$ cat src/rtl/clock_set_controller.sv
// clock_set_controller: set-mode sequencer that edits time/date/alarm fields and commits them to the time base
// Ports: clock, reset_n (sync, active-low); set/incr/dcr level buttons; tick_1hz edit-timeout tick;
//   hours/mins/secs/day/month/year live fields; run_en pauses the time base while editing h/m/s;
//   wr_en/wr_sel/wr_data one-cycle commit strobe; edit_val/mode for display; alarm_hours alarm register.
module clock_set_controller #(
  parameter int TIMEOUT_TICKS = 30,
  parameter int YEAR_MIN = 2000,
  parameter int YEAR_MAX = 2099
) (
  input  logic        clock,
  input  logic        reset_n,
  input  logic        set,
  input  logic        incr,
  input  logic        dcr,
  input  logic        tick_1hz,
  input  logic [4:0]  hours,
  input  logic [5:0]  mins,
  input  logic [5:0]  secs,
  input  logic [4:0]  day,
  input  logic [3:0]  month,
  input  logic [11:0] year,
  output logic        run_en,
  output logic        wr_en,
  output logic [2:0]  wr_sel,
  output logic [11:0] wr_data,
  output logic [11:0] edit_val,
  output logic [2:0]  mode,
  output logic [4:0]  alarm_hours
);
  typedef enum logic [2:0] {RUN, HOUR, MIN, SEC, DAY, MONTH, YEAR, ALARM} state_t;
  localparam int CW = $clog2(TIMEOUT_TICKS + 1);
  state_t state_q, state_d, nxt;
  logic set_q, incr_q, dcr_q, set_e, incr_e, dcr_e, any_e, field, tmo;
  logic clamp_q, clamp_d, wr_en_q, wr_en_d;
  logic [11:0] edit_q, edit_d, lo, hi, ld, wr_data_q, wr_data_d;
  logic [CW-1:0] cnt_q, cnt_d;
  logic [4:0] alarm_q, alarm_d, dim_live, dim_new, clamp_dim_q, clamp_dim_d;
  logic [2:0] wr_sel_q, wr_sel_d;
  function automatic logic [4:0] dim_f(input logic [3:0] m, input logic [11:0] y);
    return (m == 4'd2) ? ((y[1:0] == 2'd0) ? 5'd29 : 5'd28) :
           (m == 4'd4 || m == 4'd6 || m == 4'd9 || m == 4'd11) ? 5'd30 : 5'd31;
  endfunction
  assign set_e = set & ~set_q;
  assign incr_e = incr & ~incr_q;
  assign dcr_e = dcr & ~dcr_q;
  assign any_e = set_e | incr_e | dcr_e;
  assign field = state_q != RUN;
  assign nxt = state_t'(state_q + 3'd1);
  assign dim_live = dim_f(month, year);
  // month/year that will be live once the pending MONTH or YEAR commit lands
  assign dim_new = (state_q == MONTH) ? dim_f(edit_q[3:0], year) : dim_f(month, edit_q);
  assign tmo = field && tick_1hz && !any_e && cnt_q == CW'(TIMEOUT_TICKS - 1);
  assign lo = (state_q == DAY || state_q == MONTH) ? 12'd1 : (state_q == YEAR) ? 12'(YEAR_MIN) : 12'd0;
  assign hi = (state_q == HOUR || state_q == ALARM) ? 12'd23 :
              (state_q == MIN || state_q == SEC) ? 12'd59 :
              (state_q == DAY) ? {7'd0, dim_live} :
              (state_q == MONTH) ? 12'd12 :
              (state_q == YEAR) ? 12'(YEAR_MAX) : 12'd0;
  assign ld = (nxt == HOUR) ? {7'd0, hours} :
              (nxt == MIN) ? {6'd0, mins} :
              (nxt == SEC) ? {6'd0, secs} :
              (nxt == DAY) ? {7'd0, day} :
              (nxt == MONTH) ? {8'd0, month} :
              (nxt == YEAR) ? year :
              (nxt == ALARM) ? {7'd0, alarm_q} : edit_q;
  always_comb begin
    state_d = state_q;
    edit_d = edit_q;
    cnt_d = cnt_q;
    alarm_d = alarm_q;
    clamp_d = 1'b0;
    clamp_dim_d = clamp_dim_q;
    // a pending day clamp issues its write the cycle after the MONTH/YEAR strobe
    wr_en_d = clamp_q;
    wr_sel_d = clamp_q ? 3'd4 : wr_sel_q;
    wr_data_d = clamp_q ? {7'd0, clamp_dim_q} : wr_data_q;
    if (set_e) begin
      state_d = nxt;
      edit_d = ld;
      cnt_d = '0;
      if (field) begin
        wr_en_d = 1'b1;
        wr_sel_d = state_q;
        wr_data_d = edit_q;
      end
      if (state_q == ALARM) alarm_d = edit_q[4:0];
      if ((state_q == MONTH || state_q == YEAR) && day > dim_new) begin
        clamp_d = 1'b1;
        clamp_dim_d = dim_new;
      end
    end else if (field) begin
      cnt_d = any_e ? '0 : tick_1hz ? cnt_q + 1'b1 : cnt_q;
      if (tmo) begin
        state_d = RUN;
        cnt_d = '0;
      end else if (incr_e && !dcr_e) edit_d = (edit_q >= hi) ? lo : edit_q + 12'd1;
      else if (dcr_e && !incr_e) edit_d = (edit_q <= lo) ? hi : edit_q - 12'd1;
    end
  end
  always_ff @(posedge clock) begin
    if (!reset_n) begin
      state_q <= RUN;
      edit_q <= '0;
      cnt_q <= '0;
      alarm_q <= '0;
      clamp_q <= 1'b0;
      clamp_dim_q <= '0;
      wr_en_q <= 1'b0;
      wr_sel_q <= '0;
      wr_data_q <= '0;
      set_q <= 1'b0;
      incr_q <= 1'b0;
      dcr_q <= 1'b0;
    end else begin
      state_q <= state_d;
      edit_q <= edit_d;
      cnt_q <= cnt_d;
      alarm_q <= alarm_d;
      clamp_q <= clamp_d;
      clamp_dim_q <= clamp_dim_d;
      wr_en_q <= wr_en_d;
      wr_sel_q <= wr_sel_d;
      wr_data_q <= wr_data_d;
      set_q <= set;
      incr_q <= incr;
      dcr_q <= dcr;
    end
  end
  assign run_en = !(state_q == HOUR || state_q == MIN || state_q == SEC);
  assign wr_en = wr_en_q;
  assign wr_sel = wr_sel_q;
  assign wr_data = wr_data_q;
  assign edit_val = edit_q;
  assign mode = state_q;
  assign alarm_hours = alarm_q;
endmodule

$ cat config.mk
export PLATFORM = sky130hd
export DESIGN_NAME = clock_set_controller
export DESIGN_NICKNAME = d
export VERILOG_FILES = /design/src/rtl/clock_set_controller.sv
export SDC_FILE = /design/constraint.sdc
export NUM_CORES = 1
export LEC_CHECK = 0
export BUFFER_PORTS_ARGS = -buffer_cell sky130_fd_sc_hd__buf_2
export CORE_ASPECT_RATIO = 1.2
export CORE_UTILIZATION = 55
export DETAILED_ROUTE_END_ITERATION = 6
export PLACE_DENSITY = 0.89
export SKIP_LAST_GASP = 1
export SLEW_MARGIN = 5
export SYNTH_ARGS = -nofsm -noshare
export SYNTH_HDL_FRONTEND = slang
export SYNTH_SLANG_ARGS = --single-unit
$ cat constraint.sdc
create_clock -name clock -period 5.7 [get_ports clock]
set_clock_uncertainty 0.15 [all_clocks]
set_input_delay 1.425 -clock clock [delete_from_list [all_inputs] [get_ports clock]]
set_output_delay 1.425 -clock clock [all_outputs]
set_load 0.005 [all_outputs]
# == Word level (Yosys, flattened, before mapping) ==
# Index checks and enable logic that the tools add are counted.
# op_classes
bitwise,9
mux,44
n_eq_ne,27
reduce_logical,36
addsub,4
n_lt_le_gt_ge,3
# op_table
cell,n
$mux W12,22
$eq A3 B3 Y1 const B,8
$mux W11,2
$mux W5,4
$mux W3,6
$eq A4 B3 Y1 const B,4
$eq A4 B4 Y1 const B,4
$add A12 B1 Y12 const B,1
$eq A3 B2 Y1 const B,4
$ge A12 B12 Y1,1
$le A12 B11 Y1,1
$logic_or A1 B1 Y1,12
$sub A12 B1 Y12 const B,1
$reduce_and A2 Y1,5
$reduce_bool A3 Y1,3
$eq A4 B2 Y1 const B,2
$ne A8 B1 Y1 const B,1
$mux W1,7
$eq A3 B1 Y1 const B,2
$logic_and A1 B1 Y1,6
$mux W2,3
$add A5 B1 Y5 const B,1
$eq A5 B5 Y1 const B,1
$gt A5 B5 Y1,1
other kinds (10),21
# word_totals
out_inout_bits,37
register_bits,50
in_bits,44
elab_cells,135

# == Longest topological paths before layout ==
# Gate-level depths: netlist (run 1).
# depth
ltp_word,15
depth_mapped,14
mapped_depth_nobuf,12

# == Worst setup path after synthesis (run 1) ==
# OpenSTA, ideal clock, no wires.
# synth_path
path_type,input to register
startpoint,input port month[0]
endpoint,register edit_q[10] (netlist: edit_val[10])
arrival_time_ps,3747
setup_time_ps,119
setup_slack_ps,1684
path_buffers,0
stages,11
required_time_ps,5431
path_cell_list,nor2_1 nand3b_1 o21bai_1 a41o_1 ha_1 nand2b_1 a2111o_1 a41o_2 nor3_2 a2111o_1 a21oi_1
# synth_via
elab_chain_len,15
elab_cells_between_ends,19
classes_between,order compare (1); eq/ne (5); mux (10); reduce/logical (3)
# synth_rtl
item,line_no,text
from (decl),20,"input logic [3:0] month,"
$eq A4 B3 Y1,41,(m == 4'd4 || m == 4'd6 || m == 4'd9 || m == 4'd11) ? 5'd30 : 5'd31;
$logic_or A1 B1 Y1 (3 in series),41,
$mux W1,41,
$mux W5 (*),40,return (m == 4'd2) ? ((y[1:0] == 2'd0) ? 5'd29 : 5'd28) :
$mux W12 (*),56,"(state_q == DAY) ? {7'd0, dim_live} :"
$mux W12 (*),55,(state_q == MIN || state_q == SEC) ? 12'd59 :
$mux W12 (*),54,assign hi = (state_q == HOUR || state_q == ALARM) ? 12'd23 :
$ge A12 B12 Y1 (*),96,end else if (incr_e && !dcr_e) edit_d = (edit_q >= hi) ? lo : edit_q + 12'd1;
$mux W12 (*) (2 in series),96,
$mux W12 (*),93,if (tmo) begin
$mux W12 (*),91,end else if (field) begin
$mux W12 (*),77,if (set_e) begin
to (signal assigned),116,edit_q <= edit_d;
to (decl),35,"logic [11:0] edit_q, edit_d, lo, hi, ld, wr_data_q, wr_data_d;"
# Mark *: on every way between the ends. The rest lies on a longest branch, timed or not. The select of a mux whose other input is x is not followed.
# A chain may end at the register's enable or synchronous reset.

# == Worst setup path after layout (run 1) ==
# layout_path
startpoint,input port month[0]
endpoint,register edit_q[2] (netlist: edit_val[2])
# Same word-level chain as after synthesis.

==> results of run 1 <==
## worst paths after layout
kind	start	to	slack, ns	cells past startpoint
hold reg to reg	alarm_hours[1]$_SDFFE_PN0P_	alarm_hours[1]$_SDFFE_PN0P_	0.35	2
setup reg to reg	mode[0]$_SDFFE_PN0P_	edit_val[2]$_SDFFE_PN0P_	1.56	12
hold / removal	alarm_hours[1]$_SDFFE_PN0P_	alarm_hours[1]$_SDFFE_PN0P_	0.35	2
setup / recovery	month[0]	edit_val[2]$_SDFFE_PN0P_	1.49	12
## registers in the layout (all words and copies together) (netlist names)
| name | cells |
|---|---|
| edit_val | 12 |
| wr_data | 12 |
| alarm_hours | 5 |
| cnt_q | 5 |
| clamp_dim_q | 3 |
| mode | 3 |
| wr_sel | 3 |
| clamp_q | 1 |
| dcr_q | 1 |
| incr_q | 1 |
| set_q | 1 |
| wr_en | 1 |
## layer usage
metal	track usage	part of all wire
met1	0.372	0.40
met2	0.568	0.49
met3	0.0569	0.074
met4	0.155	0.036
met5	0	0
## logic make-up (layout without fill, tap and decap cells)
kind of cell               Yosys count  in the layout  share of synthesized area
AOI/OAI and AO/OA                  158            158                      0.269
xor gates and xnor gates            25             25                     0.0544
adders and majority gates           31             31                     0.0963
buffers and inverters               56            108                     0.0575
DFF                                 48             48                      0.239
muxes                               10             10                     0.0249
and+or+nand+nor                    197            197                      0.259
## synthesized netlist by cell type (all sizes together), types with 6 or more instances
library cell   n
inv           18
nand4         10
a31oi         14
a21oi         43
buf           15
nor3          16
xnor2         11
dfxtp         48
a21boi         6
xor2          14
nand2         41
nor2b         22
mux2i         10
o21ai         31
nor3b         12
and2           7
nand3         24
ha            31
o21a           7
nor2          37
clkbuf        23
## critical path: cells and delay by family
family / cells / cell delay, ns
AO/OA/AOI/OAI: 6 / 1.52
adder cells (fa/ha/maj): 1 / 0.27
buffers and inverters: 1 / 0.11
AND/OR/NAND/NOR: 4 / 0.95
## cell type report
| type | instances | area (µm²) |
|---|---|---|
| multi-input combinational | 421 | 2830 |
| fill | 614 | 2410 |
| sequential | 48 | 961 |
| timing repair buffer | 82 | 415 |
| tap | 87 | 109 |
| clock buffer | 5 | 68.8 |
| clock inverter | 3 | 68.8 |
| inverter | 18 | 67.6 |
## power groups by stage
stage | Clock (W) | Combinational [W] | Sequential (W)
detailed placement | 0 | 0.000489 | 0.000427
finish | 0.000299 | 0.000504 | 0.000423
floorplan | 0 | 0.000396 | 0.000384
CTS | 0.000301 | 0.000492 | 0.000420
global route | 0.000315 | 0.000547 | 0.000426
global placement | 0 | 0.000474 | 0.000426
## stage by stage
| step | worst slack [ns] | total power [W] | std cells | hold slack [ns] |
|---|---|---|---|---|
| final | 1.49 | 0.00123 | 664 | 0.353 |
| after CTS | 1.55 | 0.00121 | 664 | 0.359 |
| after global placement | 1.31 | 0.000900 | 656 | 0.332 |
| after global routing | 1.34 | 0.00129 | 664 | 0.387 |
| after floorplan | 1.68 | 0.000781 | 525 | 0.323 |
| after detailed placement | 1.22 | 0.000916 | 656 | 0.344 |
==> results by group, run 1 <==
Outcome
  • Status: completed

Clocking
  • CTS sink cnt: 48
  • CTS Hold Buffers Added: 0
  • Clock Path Buffers: 2
  • H-Tree Depth: 2
  • Clk_lat worst skew: between 0.3 and 0.4 ns
  • CTS tree: built
  • Clk root buf: clkbuf_8
  • Postcts setup bufs: 0
  • CTS buffer count: 5
  • Post-CTS sizing: 0
  • Clock transition at path regs: ~0.09 ns

Finish
  • Ant diodes: 0
  • Commonest non-fill, non-tap cells in the layout: 80 x buf_2, 48 x dfxtp_1, 42 x a21oi_1
  • Ratio of cells with drive above 1 in the final layout: 0.177
  • Cell area after layout: ~4500 µm²
  • Area growth syn-to-layout: 12.4%
  • Commonest non-fill, non-tap cell in the layout: buf_2
  • Layout Utilization: 0.652
  • Final #Nets: 651

GRT
  • Total GRT Usage: 0.321
  • First-pass GRT wire length: 19.0 mm
  • Initial antenna violation count: 0
  • Gr ovfl total: 0
  • Vias in the first global route: about 4000
  • Largest net degree at the start of global routing: 50

Critical path
  • Crit-path max FO: 9
  • Crit path DAT: 4.30 ns
  • Startpoint Class: input pin
  • Slowest library cell on the worst path: nor3_2
  • Worst Setup End Kind: flop
  • Critical Path RT: 5.79 ns
  • Crit Path Category: input pin to flop
  • Largest stage delay on the critical path: slightly above 0.5 ns
  • CP cell instances: buf_2, nor2_1, nand3b_1, o21bai_1, a41o_1, ha_1, nand2b_1, a2111o_1, a41o_2, nor3_2, a21oi_1, a31oi_1

Floorplanning
  • Ports: 81
  • Die Height: 95.7 µm
  • Die area: 7670 µm²
  • Row count: 33
  • Initial Util: 0.580
  • Core Area: 6940 µm²
  • Die width: 80.1 µm

Power and ir drop
  • Clock power frac: 0.244
  • Peak supply drop: 0.000290 V
  • Net Sw Power: 0.000483 W
  • PD cells: 271 nW/µm²
  • Internal power: 0.000743 W
  • Sequential Power Share: 0.345
  • Net Sw Frac: 0.394
  • Combinational Power Share: 0.411
  • Pleak: ~1.9 nW

STA
  • RSZ-0062 raised after global routing: no
  • Min Tclk post-route: 4.21 ns
  • Fin. max-slew vios: 0
  • FMAX: about 0.24 GHz
  • Final Hold Viols: 0
  • Final setup vio count: 0
  • Rel. slew slack: 0.245
  • Setup TNS: 0 ns
  • Worst Tran Pin Value: 1.13 ns
  • Fin crit share: 0.739

Drt
  • DRT iter0 DRCs: 333
  • Wire per inst: 18.1 µm
  • Vias per cell: between 6 and 7
  • Antenna-violating nets left: 0
  • Routed WL: 12.0 mm
  • Vias: roughly 4200
  • First-pass DRT Iterations: 6
  • # DRC: 0

Place
  • Routability cong.: 0.957
  • Port bufs: 80
  • DP Area: 4390 µm²
  • Detailed Place HPWL: 8.88 mm

Synth
  • EDFF count, synth: 0
  • Yosys Warn Count: 0
  • Top post-synthesis cells by area: dfxtp_1 24%, ha_1 9.6%, a21oi_1 5.2%
  • Syn avg cell area: 7.67 µm²
  • Fraction of registers with async set/reset: 0
  • Main synth FF type: dfxtp_1
  • Sequential area share after synthesis: 0.239
  • Mapped Area: 4030 µm²
  • Post-synthesis instance total: 525
  • Synth top area share: 0.239
  • Seq cells post-synth: 48
  • Leading area contributor after synthesis: dfxtp_1
  • Post-Syn Nets: 600
  • Post-synthesis cell type count: 68

Min path
  • Hold Crit Class: flop to flop

Flow run
  • Number of max-cap violations: 0
(Power assumes the default switching activity.)
==> run 2: changes to the inputs <==
Settings changed: CORE_UTILIZATION 55 to 51, PLACE_DENSITY 0.89 to 0.87.
Clock period 5.7 ns to 3.5 ns, I/O delays scaled along.
==> run 2 against run 1 <==
Compared with the run above:
- utilization down 1.8 points
- critical path depth down 1
- largest power group unchanged
- via count up 7.2%
- first-iteration DRC count up 53%
- non-clock buffer count up 37
- clock power up 21%
- critical path type is now flop to flop
- combinational power up 100%
- wire length up 8.8%
- largest cell class unchanged
- die area up 7.7%
- worst hold slack better by 0.0046 ns
- global-route usage down 1.5 points
==> results by group, run 2 (synthesized netlist as in run 1, its figures left out) <==
Outcome
  • Status: completed

Finish
  • Fill cell count: 640
  • Final #Nets: 689
  • Commonest non-fill, non-tap cells in the layout: 80 x buf_2, 46 x dfxtp_1, 41 x a21oi_1, 41 x nand2_1, 39 x buf_4
  • Area of the multi-input gates: a little under 3000 µm²
  • Ant diodes: 0
  • Commonest non-fill, non-tap cell in the layout: buf_2
  • Layout Utilization: 0.634
  • Reg area: between 900 and 1000 µm²
  • Ratio of cells with drive above 1 in the final layout: 0.244
  • Area growth syn-to-layout: 20.8%

Critical path
  • Critical Path Most Common Cell: ha_1
  • Buf+Inv Stages, Crit Path: 2
  • Worst R2R Start: mode[1]$_SDFFE_PN0P_
  • Crit Path Category: flop to flop
  • CP cell instances: inv_1, ha_1, or3b_4, or2_4, ha_1, buf_4, a211o_4, a2111o_1, a31oi_1, a211o_1, a21oi_1
  • Worst Setup End Kind: flop
  • Startpoint Class: flop
  • Crit-path leading delay family: compound AO/OA/AOI/OAI gates
  • Crit-path max FO: 7
  • Crit path DAT: 3.49 ns
  • Worst R2R Path Depth: 11
  • Reg2Reg Capture Point: edit_val[8]$_SDFFE_PN0P_
  • Largest stage delay on the critical path: roughly 0.5 ns
  • Critical Path RT: 3.55 ns
  • Flop-to-flop setup slack: 0.06 ns
  • Slowest library cell on the worst path: a2111o_1

STA
  • Min Tclk post-route: approximately 3.4 ns
  • Fin crit share: 0.982
  • Worst Tran Pin Value: 1.03 ns
  • Final Hold Viols: 0
  • Final setup vio count: 0
  • RSZ-0062 raised after global routing: yes
  • Rel. slew slack: 0.307
  • FMAX: 0.291 GHz
  • Fin. max-slew vios: 0

Min path
  • Worst hold start: alarm_hours[1]$_SDFFE_PN0P_
  • Hold Crit Class: flop to flop
  • Worst hold path depth: 2
  • Hold worst-path end: alarm_hours[1]$_SDFFE_PN0P_

Drt
  • DRT iter0 DRCs: 510
  • Vias: 4542
  • Antenna-violating nets left: 0
  • Routed WL: 13.1 mm
  • Wire per inst: 18.5 µm
  • # DRC: 0
  • Vias per cell: between 6 and 7
  • First-pass DRT Iterations: 5

Clocking
  • Clk root buf: clkbuf_8
  • CTS buffer count: 5
  • Clock Path Buffers: 2
  • Clk_lat worst skew: 0.31 ns
  • H-Tree Depth: 2
  • Clock transition at path regs: around 0.10 ns
  • CTS sink cnt: 48
  • CTS tree: built

Place
  • Port bufs: 80
  • Detailed Place HPWL: 9.69 mm
  • Routability cong.: 0.969

Floorplanning
  • Die Height: around 99 µm
  • Row count: 35
  • Core Area: around 7700 µm²
  • Die area: 8260 µm²
  • Die width: between 80 and 90 µm
  • Ports: 81
  • Initial Util: 0.525

Power and ir drop
  • Total Power: about 0.0020 W
  • Peak supply drop: 0.000326 V
  • Pleak: 2.10 nW
  • PD cells: 417 nW/µm²

Flow run
  • Number of max-cap violations: 0

GRT
  • Total GRT Usage: 0.306
  • Initial antenna violation count: 0
  • First-pass GRT wire length: 20.6 mm
  • Gr ovfl total: 0
  • Vias in the first global route: 4353
  • Largest net degree at the start of global routing: 50
[run 2: stage by stage]
stage                     setup WS [ns]  TNS [ns]  hold WS, ns  area, µm²  std cells
after detailed placement         -0.122    -0.960        0.346       4650        695
after global placement          -0.0470    -0.165        0.336       4650        695
final                            0.0642         0        0.357       4860        707
after CTS                        0.0205         0        0.360       4750        703
after global routing           -0.00949   -0.0198        0.384       4860        707
after floorplan                  0.0132         0        0.323       4030        525
[run 2: worst min-delay path, delay by kind of cell (launching register included)]
kind	cells	cell delay, ns
DFF	1	0.34
and+or+nand+nor	1	0.06
AOI/OAI and AO/OA	1	0.07
[run 2: worst max-delay path by stage]
stage	startpoint	end	slack, ns	cells past startpoint
global route	mode[1]$_SDFFE_PN0P_	edit_val[4]$_SDFFE_PN0P_	-0.009	11
detailed placement	month[0]	edit_val[11]$_SDFFE_PN0P_	-0.12	13
CTS	mode[1]$_SDFFE_PN0P_	edit_val[11]$_SDFFE_PN0P_	0.02	14
floorplan	mode[0]$_SDFFE_PN0P_	edit_val[10]$_SDFFE_PN0P_	0.01	13
finish	mode[1]$_SDFFE_PN0P_	edit_val[8]$_SDFFE_PN0P_	0.06	11
global placement	month[0]	edit_val[11]$_SDFFE_PN0P_	-0.05	13
[run 2: layer usage]
layer  share of wire  track usage  vias up  wire (µm)
li1                -            -     2104          -
met1            0.39        0.368     2140       5120
met2            0.49        0.532      246       6420
met3           0.077       0.0407       52       1000
met4           0.041        0.160        0        542
met5               0            0        -          0
[run 2: power breakdown]
part / leakage [nW] / total, W / internal [W] / switching, W
logic: 1.65 / 0.00101 / 0.000441 / 0.000565
clock network: 0.0516 / 0.000361 / 0.000162 / 0.000199
registers: 0.392 / 0.000659 / 0.000580 / 0.0000787
total: 2.10 / 0.00203 / 0.00118 / 0.000842
[run 2: final cells by class]
class,instances,area share
clock buffer,6,0.0170
clock inverter,2,0.00283
inverter,18,0.0139
multi-input combinational,422,0.601
sequential,48,0.199
tap,92,0.0237
timing repair buffer,119,0.143
[run 2: timing repair]
action | 4_1_cts | 5_1_grt
hold buffers | 0 | 0
gates cloned | 0 | 1
resized for setup | 1 | 15
pin swaps | 0 | 9
setup endpoints to repair | 4 | 12
setup buffers | 0 | 3
==> run 3: changes to the inputs <==
Settings changed: CORE_UTILIZATION 51 to 50, CTS_BUF_LIST set to sky130_fd_sc_hd__clkbuf_4, PLACE_DENSITY 0.87 to 0.86, SKIP_LAST_GASP 1 to not set.
==> run 3 against run 2 <==
Compared with the run above:
- first-iteration DRC count fell by 23%
- critical endpoint is now edit_val[2]$_SDFFE_PN0P_
- the flow now finishes with violations (design-rule violations)
- utilization decreased by 2.1 points
- design area fell by 2.2%
- clock-buffer cell count fell by 1
==> results by group, run 3 (synthesized netlist as in run 1, its figures left out) <==
Outcome
  • Status: finished, violations left
  • Failing checks: design-rule violations

Floorplanning
  • Ports: 81
  • Die width: 83.9 µm
  • Row count: 35
  • Core Area: 7750 µm²
  • Initial Util: 0.519
  • Die Height: about 100 µm
  • Die area: 8420 µm²

Min path
  • Hold Crit Class: flop to flop
  • Worst hold path depth: 2

Critical path
  • Critical Path RT: 3.61 ns
  • Worst Setup End Kind: flop
  • Crit path to: edit_val[2]$_SDFFE_PN0P_
  • Flop-to-flop setup slack: 0.09 ns
  • CP startpoint: mode[1]$_SDFFE_PN0P_
  • Reg2Reg Capture Point: edit_val[2]$_SDFFE_PN0P_
  • Worst R2R Path Depth: 11
  • Crit path DAT: 3.52 ns
  • Crit Path Category: flop to flop
  • Crit-path max FO: 8
  • Startpoint Class: flop
  • Worst R2R Start: mode[1]$_SDFFE_PN0P_

Drt
  • DRT iter0 DRCs: approximately 390
  • Wire per inst: 17.7 µm
  • First-pass DRT Iterations: 7
  • Vias per cell: 6.27
  • Routed WL: 12.5 mm
  • # DRC: 7
  • Vias: 4411
  • Antenna-violating nets left: 0

Clocking
  • H-Tree Depth: 2
  • CTS sink cnt: 48
  • Clk root buf: clkbuf_4
  • Clock Path Buffers: 2
  • Clk_lat worst skew: 0.38 ns
  • Clock transition at path regs: 0.15 ns
  • CTS buffer count: 5
  • CTS tree: built

GRT
  • First-pass GRT wire length: 19.7 mm
  • Largest net degree at the start of global routing: 50
  • Vias in the first global route: 4107
  • Total GRT Usage: 0.292
  • Initial antenna violation count: 0
  • Gr ovfl total: 0

Finish
  • Cell area after layout: between 4000 and 5000 µm²
  • Commonest non-fill, non-tap cells in the layout: 80 x buf_2, 46 x dfxtp_1, 41 x a21oi_1, 41 x nand2_1
  • Commonest non-fill, non-tap cell in the layout: buf_2
  • Ratio of cells with drive above 1 in the final layout: 0.232
  • Final #Nets: 686
  • Ant diodes: 0
  • Area growth syn-to-layout: 18.1%

STA
  • Final Hold Viols: 0
  • Setup WS post-layout: 0.0888 ns
  • Min Tclk post-route: ~3.4 ns
  • Worst Tran Pin Value: 0.723 ns
  • Fin crit share: 0.975
  • Fin. max-slew vios: 0
  • Rel. slew slack: 0.518
  • FMAX: 0.293 GHz
  • Final setup vio count: 0

Place
  • Port bufs: 80
  • DP Area: 4640 µm²
  • Detailed Place HPWL: 9.35 mm
  • Routability cong.: between 0.9 and 1
  • DP Worst Slack: -0.122 ns

Power and ir drop
  • Peak supply drop: 0.000249 V
  • Total Power: between 0.0015 and 0.002 W
  • PD cells: ~400 nW/µm²
  • Pleak: 2.06 nW

Flow run
  • Number of max-cap violations: 0
==> run 3: worst min path at each step <==
stage                                 from                           to  slack, ns
2_1_floorplan  alarm_hours[2]$_SDFFE_PN0P_  alarm_hours[2]$_SDFFE_PN0P_       0.32
3_3_place_gp   alarm_hours[2]$_SDFFE_PN0P_  alarm_hours[2]$_SDFFE_PN0P_       0.33
3_5_place_dp   alarm_hours[2]$_SDFFE_PN0P_  alarm_hours[2]$_SDFFE_PN0P_       0.34
4_1_cts        alarm_hours[2]$_SDFFE_PN0P_  alarm_hours[2]$_SDFFE_PN0P_       0.36
5_1_grt        alarm_hours[1]$_SDFFE_PN0P_  alarm_hours[1]$_SDFFE_PN0P_       0.39
6_report       alarm_hours[3]$_SDFFE_PN0P_  alarm_hours[3]$_SDFFE_PN0P_       0.36
==> run 3: layer usage <==
layer / up-vias / GRT usage / routed length [µm] / share of wire
li1: 2100 / - / - / -
met1: 2043 / 0.353 / 5000 / 0.40
met2: 226 / 0.513 / 6040 / 0.49
met3: 42 / 0.0461 / 1040 / 0.084
met4: 0 / 0.127 / 370 / 0.030
met5: - / 0 / 0 / 0
==> run 3: critical path, cell delays in order, from the launching register on <==
cell,delay [ns]
dfxtp_4,0.40
inv_1,0.08
ha_1,0.20
or3b_4,0.43
or2_4,0.30
ha_1,0.30
and4b_1,0.23
buf_4,0.15
a41o_1,0.27
buf_4,0.17
o311ai_0,0.47
a31oi_1,0.14
==> run 3: through the flow <==
step                      setup TNS (ns)  cells  hold WS [ns]  utilization
after floorplan                        0    525         0.323            -
after global placement            -0.192    694         0.327        0.599
after detailed placement           -1.02    694         0.340        0.599
after CTS                              0    702         0.359        0.606
after global routing             -0.0234    704         0.391        0.614
final                                  0    704         0.359        0.614
==> run 3: cell type report <==
cell class                      count  area, µm²
Timing Repair Buffer              116        671
Clock inverter                      3       17.5
Sequential cell                    48        968
Multi-Input combinational cell    422       2880
Inverter                           18       67.6
Fill cell                         686       3000
Clock buffer                        5       37.5
Tap cell                           92        115
==> run 3: timing repair <==
action                     4_1_cts  5_1_grt
setup buffers                    0        1
cloned                           0        1
hold buffers                     0        0
resized for setup                2        9
setup endpoints to repair        3       11
pin swaps                        0        1
==> run 3: power by group <==
part,internal [W],switching (W),leakage (nW)
clock,0.0000780,0.000193,0.0330
combinational,0.000426,0.000529,1.64
sequential,0.000580,0.0000806,0.392
